<file path="config.mk">
export PLATFORM = sky130hd
export DESIGN_NAME = fetch_unit_flat
export DESIGN_NICKNAME = d
export VERILOG_FILES = /design/src/rtl/fetch_if.sv /design/src/rtl/fetch_unit.sv /design/src/flat_wrapper.sv
export SDC_FILE = /design/constraint.sdc
export NUM_CORES = 1
export LEC_CHECK = 0
export ABC_AREA = 1
export CAP_MARGIN = 20
export CORE_MARGIN = 2
export CORE_UTILIZATION = 39
export CTS_BUF_LIST = sky130_fd_sc_hd__clkbuf_4
export DETAILED_ROUTE_END_ITERATION = 16
export PLACE_DENSITY_LB_ADDON = 0.15
export SYNTH_ARGS = -nofsm -noshare
export SYNTH_HDL_FRONTEND = slang
export SYNTH_SLANG_ARGS = --single-unit
</file>
<file path="constraint.sdc">
create_clock -name clk -period 1.3 [get_ports clk]
set_clock_uncertainty 0.2 [all_clocks]
set_input_delay 0.195 -clock clk [delete_from_list [all_inputs] [get_ports clk]]
set_output_delay 0.195 -clock clk [all_outputs]
set_load 0.01 [all_outputs]
</file>
<file path="src/rtl/fetch_if.sv">
// Fetch-unit bus bundle: memory read handshake, instruction register handshake, PC redirect.
// master = fetch_unit, slave = memory plus execute stage; no storage or latency of its own.
interface fetch_if #(
  parameter int ADDR_W = 16
);
  logic              en;
  logic              mem_req;
  logic [ADDR_W-1:0] mem_addr;
  logic              mem_ack;
  logic [15:0]       mem_rdata;
  logic              ir_valid;
  logic [15:0]       instr;
  logic [3:0]        codeop;
  logic              ir_ready;
  logic              jmp_take;
  logic [ADDR_W-1:0] jmp_target;
  logic [ADDR_W-1:0] pc;

  modport master (
    input  en, mem_ack, mem_rdata, ir_ready, jmp_take, jmp_target,
    output mem_req, mem_addr, ir_valid, instr, codeop, pc
  );

  modport slave (
    output en, mem_ack, mem_rdata, ir_ready, jmp_take, jmp_target,
    input  mem_req, mem_addr, ir_valid, instr, codeop, pc
  );
endinterface

</file>
<file path="src/rtl/fetch_unit.sv">
// LITE-16 fetch sequencer: ack->ir_valid 1 cycle, consume->next mem_req 1 cycle (2 cycles/instr at best).
// Backpressure: without ir_ready the instruction is held and no new request is issued.
module fetch_unit #(
  parameter int                ADDR_W   = 16,
  parameter logic [ADDR_W-1:0] RESET_PC = '0
) (
  input  logic     clk,
  input  logic     rst_n,
  fetch_if.master  bus
);

  typedef enum logic [1:0] {
    IDLE  = 2'd0,
    FETCH = 2'd1,
    HOLD  = 2'd2
  } state_t;

  state_t            state_q, state_d;
  logic [ADDR_W-1:0] pc_q;
  logic [15:0]       instr_q;
  logic              mem_req_c;
  logic              ir_valid_c;
  logic              capture;
  logic              consume;

  always_ff @(posedge clk or negedge rst_n) begin
    if (!rst_n) begin
      state_q <= IDLE;
    end else begin
      state_q <= state_d;
    end
  end

  // An issued request always runs to its ack; en only gates starting a new one.
  always_comb begin
    state_d    = state_q;
    mem_req_c  = 1'b0;
    ir_valid_c = 1'b0;
    capture    = 1'b0;
    consume    = 1'b0;
    case (state_q)
      IDLE: begin
        if (bus.en) state_d = FETCH;
      end
      FETCH: begin
        mem_req_c = 1'b1;
        if (bus.mem_ack) begin
          capture = 1'b1;
          state_d = HOLD;
        end
      end
      HOLD: begin
        ir_valid_c = 1'b1;
        if (bus.ir_ready) begin
          consume = 1'b1;
          state_d = bus.en ? FETCH : IDLE;
        end
      end
      default: state_d = IDLE;
    endcase
  end

  always_ff @(posedge clk or negedge rst_n) begin
    if (!rst_n) begin
      pc_q    <= RESET_PC;
      instr_q <= '0;
    end else begin
      if (capture) instr_q <= bus.mem_rdata;
      // Natural ADDR_W-bit wrap on increment.
      if (consume) pc_q <= bus.jmp_take ? bus.jmp_target : pc_q + {{(ADDR_W-1){1'b0}}, 1'b1};
    end
  end

  assign bus.mem_req  = mem_req_c;
  assign bus.mem_addr = pc_q;
  assign bus.ir_valid = ir_valid_c;
  assign bus.instr    = instr_q;
  assign bus.codeop   = instr_q[15:12];
  assign bus.pc       = pc_q;

endmodule

</file>
<file path="src/flat_wrapper.sv">
// flat-port wrapper written by rule: the top's interface ports become plain ports
module fetch_unit_flat 
#(
  parameter int                ADDR_W   = 16,
  parameter logic [ADDR_W-1:0] RESET_PC = '0
)
  (clk, rst_n, bus_en, bus_mem_ack, bus_mem_rdata, bus_ir_ready, bus_jmp_take, bus_jmp_target, bus_mem_req, bus_mem_addr, bus_ir_valid, bus_instr, bus_codeop, bus_pc);
  fetch_if #(.ADDR_W(ADDR_W)) bus_i ();
  input  logic clk;
  input  logic rst_n;
  input wire logic [$bits(bus_i.en)-1:0] bus_en;
  input wire logic [$bits(bus_i.mem_ack)-1:0] bus_mem_ack;
  input wire logic [$bits(bus_i.mem_rdata)-1:0] bus_mem_rdata;
  input wire logic [$bits(bus_i.ir_ready)-1:0] bus_ir_ready;
  input wire logic [$bits(bus_i.jmp_take)-1:0] bus_jmp_take;
  input wire logic [$bits(bus_i.jmp_target)-1:0] bus_jmp_target;
  output wire logic [$bits(bus_i.mem_req)-1:0] bus_mem_req;
  output wire logic [$bits(bus_i.mem_addr)-1:0] bus_mem_addr;
  output wire logic [$bits(bus_i.ir_valid)-1:0] bus_ir_valid;
  output wire logic [$bits(bus_i.instr)-1:0] bus_instr;
  output wire logic [$bits(bus_i.codeop)-1:0] bus_codeop;
  output wire logic [$bits(bus_i.pc)-1:0] bus_pc;
  assign bus_i.en = bus_en;
  assign bus_i.mem_ack = bus_mem_ack;
  assign bus_i.mem_rdata = bus_mem_rdata;
  assign bus_i.ir_ready = bus_ir_ready;
  assign bus_i.jmp_take = bus_jmp_take;
  assign bus_i.jmp_target = bus_jmp_target;
  assign bus_mem_req = bus_i.mem_req;
  assign bus_mem_addr = bus_i.mem_addr;
  assign bus_ir_valid = bus_i.ir_valid;
  assign bus_instr = bus_i.instr;
  assign bus_codeop = bus_i.codeop;
  assign bus_pc = bus_i.pc;
  fetch_unit #(.ADDR_W(ADDR_W), .RESET_PC(RESET_PC)) u_core (.clk(clk), .rst_n(rst_n), .bus(bus_i));
endmodule
</file>
---- After elaboration in Yosys (flattened, before gate mapping) ----
Index checks and enable logic that the tools add are counted.
operators by class
  reduce and logical (&&, ||, !) cells .... 2
  add/subtract/negate cells ............... 1
  eq/ne operators ......................... 5
  muxes and demuxes ....................... 12
operator list
  kind                                                                    number
  16-bit by 1-bit adder with 16-bit output (second input constant)        1
  16-bit two-way mux                                                      1
  1-bit two-way mux                                                       7
  2-bit two-way mux                                                       3
  2-bit != test (second input constant)                                   3
  2-bit one-hot mux with 3 select lines                                   1
  3-bit AND reduction                                                     1
  2-bit by 1-bit equality test with 1-bit output (second input constant)  1
  2-bit equality test (second input constant)                             1
  2-bit zero test                                                         1
word-level totals
  register bits ........................... 34
  input bits .............................. 38
  logic and storage cells ................. 23
  output and inout bits ................... 54

---- Logic depth before layout (Yosys ltp) ----
  depth in word-level cells ............... 3
  depth in mapped cells ................... 9
  gate-level depth less buffers ........... 9

---- Worst setup path after synthesis ----
Ideal clock, no wire load.
  path kind ............................... reg-to-reg
  start point ............................. reg u_core.pc_q[1], in the netlist u_core.bus.mem_addr[1]
  end point ............................... reg u_core.pc_q[14], in the netlist u_core.bus.mem_addr[14]
  path buffers ............................ 0
  period minus slack after synthesis ...... 1.543 ns
  library setup time ...................... 0.116 ns
  arrival time ............................ 1.227 ns
  setup slack ............................. -0.243 ns
  required time ........................... 0.984 ns
  cell stages (with the launch flop) ...... 9
  path through ............................ dfrtp_1 ha_1 nand3_2 nor2_1 nand3_1 nand2_1 nand3_1 nand2_1 nand2_1
on the way
  word-level cells in the longest chain between the ends .. 2
RTL lines
  what                                      RTL line          source
  start: declaration                        fetch_unit.sv:19  logic [ADDR_W-1:0] pc_q;
  start signal: assignment                  fetch_unit.sv:70  if (consume) pc_q <= bus.jmp_take ? bus.jmp_target : pc_q + {{(ADDR_W-1){1'b0}}, 1'b1};
  16-bit by 1-bit adder with 16-bit output  fetch_unit.sv:70
  16-bit two-way mux                        fetch_unit.sv:70
Every way passes these cells.
A chain may end at the register's enable or synchronous reset.

---- Final worst setup path ----
  start point ............................. reg u_core.pc_q[1], in the netlist u_core.bus.mem_addr[1]
  end point ............................... reg u_core.pc_q[10], in the netlist u_core.bus.mem_addr[10]
The elaborated chain is that of the path after synthesis.

==> impl_metrics.yaml <==
run_status:
  status: "finished, violations left"
  violations: "setup timing"
synth:
  netlist.area_leader.share_pct: 41.7
  synth_ff_type: "dfrtp_1"
  async_flop_share_pct: 100
  synth_cell_type_count: 28
  synth_top_cell_by_area: "dfrtp_1"
  ys_seq_elements: 34
  synth-seq-area-share_pct: 41.7
  syn_area_um2: 2040
  synth.avg_cell_area_um2: 8.35
  synth_fp_nets: 283
  ys_top_cells_by_area: "dfrtp_1, nand2_1, buf_4, mux2_4, nor2_1"
  yosys_warnings: 0
  synth_edf_count: 0
  synthCells: 244
routing:
  first_pass_iters: 4
  vias: 2099
  drtIter0Drc: 45
  vias_per_cell: 4.56
  drcViolationCount: 0
  drt_wl_total_um: 5930
  routedWlPerCell_um: 12.9
  detail-route-antenna-nets: 0
critical_path:
  crit_path_start_kind: "flop"
  cp_max_fo: 4
  critPathKind: "flop to flop"
  required_ns: 1.35
  critical_path_arrival_ns: 1.59
  cp-end-kind: "flop"
pwr:
  p_clk_share_pct: 7.6
  intPower_w: 0.00509
  swShare_pct: 38.2
  power.density_nw_per_um2: 2220
  power_frac_seq_pct: 24.4
  ir_worst_vdd_uv: 1310
  leakage_nw: 1.81
  p_sw_w: 0.00314
  p_comb_share_pct: 68.0
floorplan:
  start_util_pct: 40.2
  coreArea_um2: 5070
  fp.dieW_um: 76.3
  die_h_um: 76.3
  rows: 26
  die_area_um2: 5820
  ios: 92
place:
  dp_hpwl_um: 3870
  placed_area_um2: 3120
  dp_cells: 406
  io_buffer_count: 91
  place.gp.congestion: 0.815
final_layout:
  area_growth_pct: 82.4
  final_util_pct: 73.2
  drive_above_1_share_pct: 52.1
  fin_nets: 428
  diodes: 0
  n_fill_cell: 387
  stdcell_count: 460
  fin_area_um2: 3720
global_route:
  grt_max_degree: 35
  grt_pass1_wl_um: 9510
  grt_pass1_vias: 2067
  grt_antenna_before_repair: 0
  grt_use_total_pct: 20.1
  grt-ovfl-total: 0
clock_network:
  htree_levels: 2
  clk_pin_slew_ns: 0.12
  cts.sinks: 34
  clkLatencyLatePin_ns: 0.35
  cts_tree: "yes"
  clk_path_buf_depth: 2
  root_buffer: "clkbuf_4"
  cts_buffers: 5
run:
  cap_violations: 0
worst_hold_path:
  hold_class: "input port to async pin"
timing:
  worst_pin_slew_ns: 0.582
  timing.final.hold_violations: 0
  setup_tns_ns: -8.03
  fin_ws_ns: -0.240
  slew_headroom_pct: 61.2
  drv_slew: 0
  fin_crit_sh_pct: 118
  fmax_mhz: 649
  min_period_ns: 1.54
  setup_viol: 66
  rsz0062_at_grt: "true"
[Yosys cell counts, drive strengths merged (3+ instances only)]
cell	instances
buf	25
o21ai	16
dfrtp	34
nand3	18
nand2	55
a21oi	8
mux2	16
inv	22
nand4	3
nor2	39
[metal layers]
metal	track usage (%)	wire length, µm
met1	23.7	2420
met2	36.0	3110
met3	5.33	335
met4	5.45	68
met5	0	0
[final cells by class]
| type | instances | area, µm² | share of cell area, % |
|---|---|---|---|
| Timing Repair Buffer | 162 | 1500 | 40.2 |
| Multi-Input combinational cell | 163 | 1120 | 30.1 |
| Sequential cell | 34 | 866 | 23.3 |
| Inverter | 23 | 96.3 | 2.59 |
| Tap cell | 70 | 87.6 | 2.36 |
| Clock buffer | 6 | 45.0 | 1.21 |
| Clock inverter | 2 | 10.0 | 0.269 |
[power by group through the flow]
| stage | clock (W) | combinational [W] | sequential, W |
|---|---|---|---|
| after floorplan | 0 | 0.00184 | 0.00239 |
| after global placement | 0 | 0.00393 | 0.00219 |
| after detailed placement | 0 | 0.00399 | 0.00222 |
| after CTS | 0.000639 | 0.00476 | 0.00198 |
| after global routing | 0.000686 | 0.00602 | 0.00208 |
| final | 0.000628 | 0.00560 | 0.00201 |
[flip-flops by register name (all words and copies together) (netlist names)]
name and count:
u_core.state_q 2, u_core.bus.mem_addr 16, u_core.bus.instr 16
[placed cells by master, fill, tap and decap left out]
master,netlist,layout
nand2_1,50,47
nand2_8,0,4
clkdlybuf4s50_1,0,35
a21oi_2,0,2
nor2_2,4,11
nand2_2,3,2
mux2_4,9,13
clkinv_2,0,2
a2bb2oi_2,0,1
buf_12,0,3
inv_1,18,18
dfrtp_2,0,12
inv_6,0,1
o31ai_2,1,1
clkbuf_4,0,6
buf_4,20,44
inv_2,4,1
nand2_4,2,4
ha_4,0,1
nand3_1,16,16
buf_6,2,53
nor2_1,33,21
o21ai_1,9,8
nand3b_1,1,1
nand4_1,3,3
mux2_2,7,3
buf_2,3,24
clkinv_1,1,1
nor2_4,2,7
dlygate4sd3_1,0,1
o21ai_0,7,5
inv_4,0,2
nand3_4,0,2
dfrtp_1,34,22
o22ai_1,1,1
dlymetal6s2s_1,0,1
o32ai_1,1,1
buf_8,0,1
a21oi_1,8,6
o21ai_2,0,3
[per-stage QoR]
| step | setup WS [ns] | hold WS (ns) | power, W |
|---|---|---|---|
| after floorplan | -0.117 | -0.301 | 0.00423 |
| after global placement | -0.333 | -0.0285 | 0.00613 |
| after detailed placement | -0.323 | -0.0307 | 0.00621 |
| after CTS | -0.226 | 0.124 | 0.00738 |
| after global routing | -0.298 | 0.151 | 0.00879 |
| final | -0.240 | 0.135 | 0.00824 |
[cells by family (layout without fill, tap and decap cells)]
family | after synthesis | count (layout) | synth area share (%)
AO/OA/AOI/OAI | 28 | 28 | 7.67
adder cells (fa/ha/maj) | 1 | 1 | 0.614
buffers and inverters | 49 | 193 | 13.6
flip-flops | 34 | 34 | 41.7
multiplexers | 16 | 16 | 10.5
AND/OR/NAND/NOR | 116 | 118 | 25.8
[worst max-delay path, stage by stage, from the launching register on]
cell	delay, ns
dfrtp_2	0.45
buf_6	0.12
ha_4	0.16
nand3_4	0.09
inv_4	0.06
nand2_4	0.08
nor2_1	0.04
nand2_1	0.06
nand3_1	0.07
nand2_1	0.06
nand2_1	0.05
[path summary, 6_finish.rpt]
| kind | start | end | slack, ns | depth (start not counted) |
|---|---|---|---|---|
| min in group clk | bus_en | u_core.state_q[0] | 0.23 | 3 |
| max in group asynchronous | rst_n | u_core.bus.mem_addr[4] | 0.56 | 3 |
| setup / recovery | u_core.bus.mem_addr[1] | u_core.bus.mem_addr[10] | -0.24 | 10 |
| hold reg to reg | u_core.bus.instr[10] | u_core.bus.instr[10] | 0.31 | 1 |
| setup reg to reg | u_core.bus.mem_addr[1] | u_core.bus.mem_addr[10] | -0.24 | 10 |
| hold / removal | rst_n | u_core.bus.mem_addr[0] | 0.13 | 3 |
[repair_timing]
| action | 4_1_cts | 5_1_grt |
|---|---|---|
| gates cloned | 0 | 2 |
| hold buffers | 1 | 0 |
| buffers inserted | 30 | 13 |
| gates resized for setup | 271 | 41 |
| endpoints found under the setup margin | 86 | 84 |
| endpoints found under the hold margin | 34 | 0 |
| pin swaps | 14 | 5 |
No activity file was read; power rests on OpenSTA's default activity.
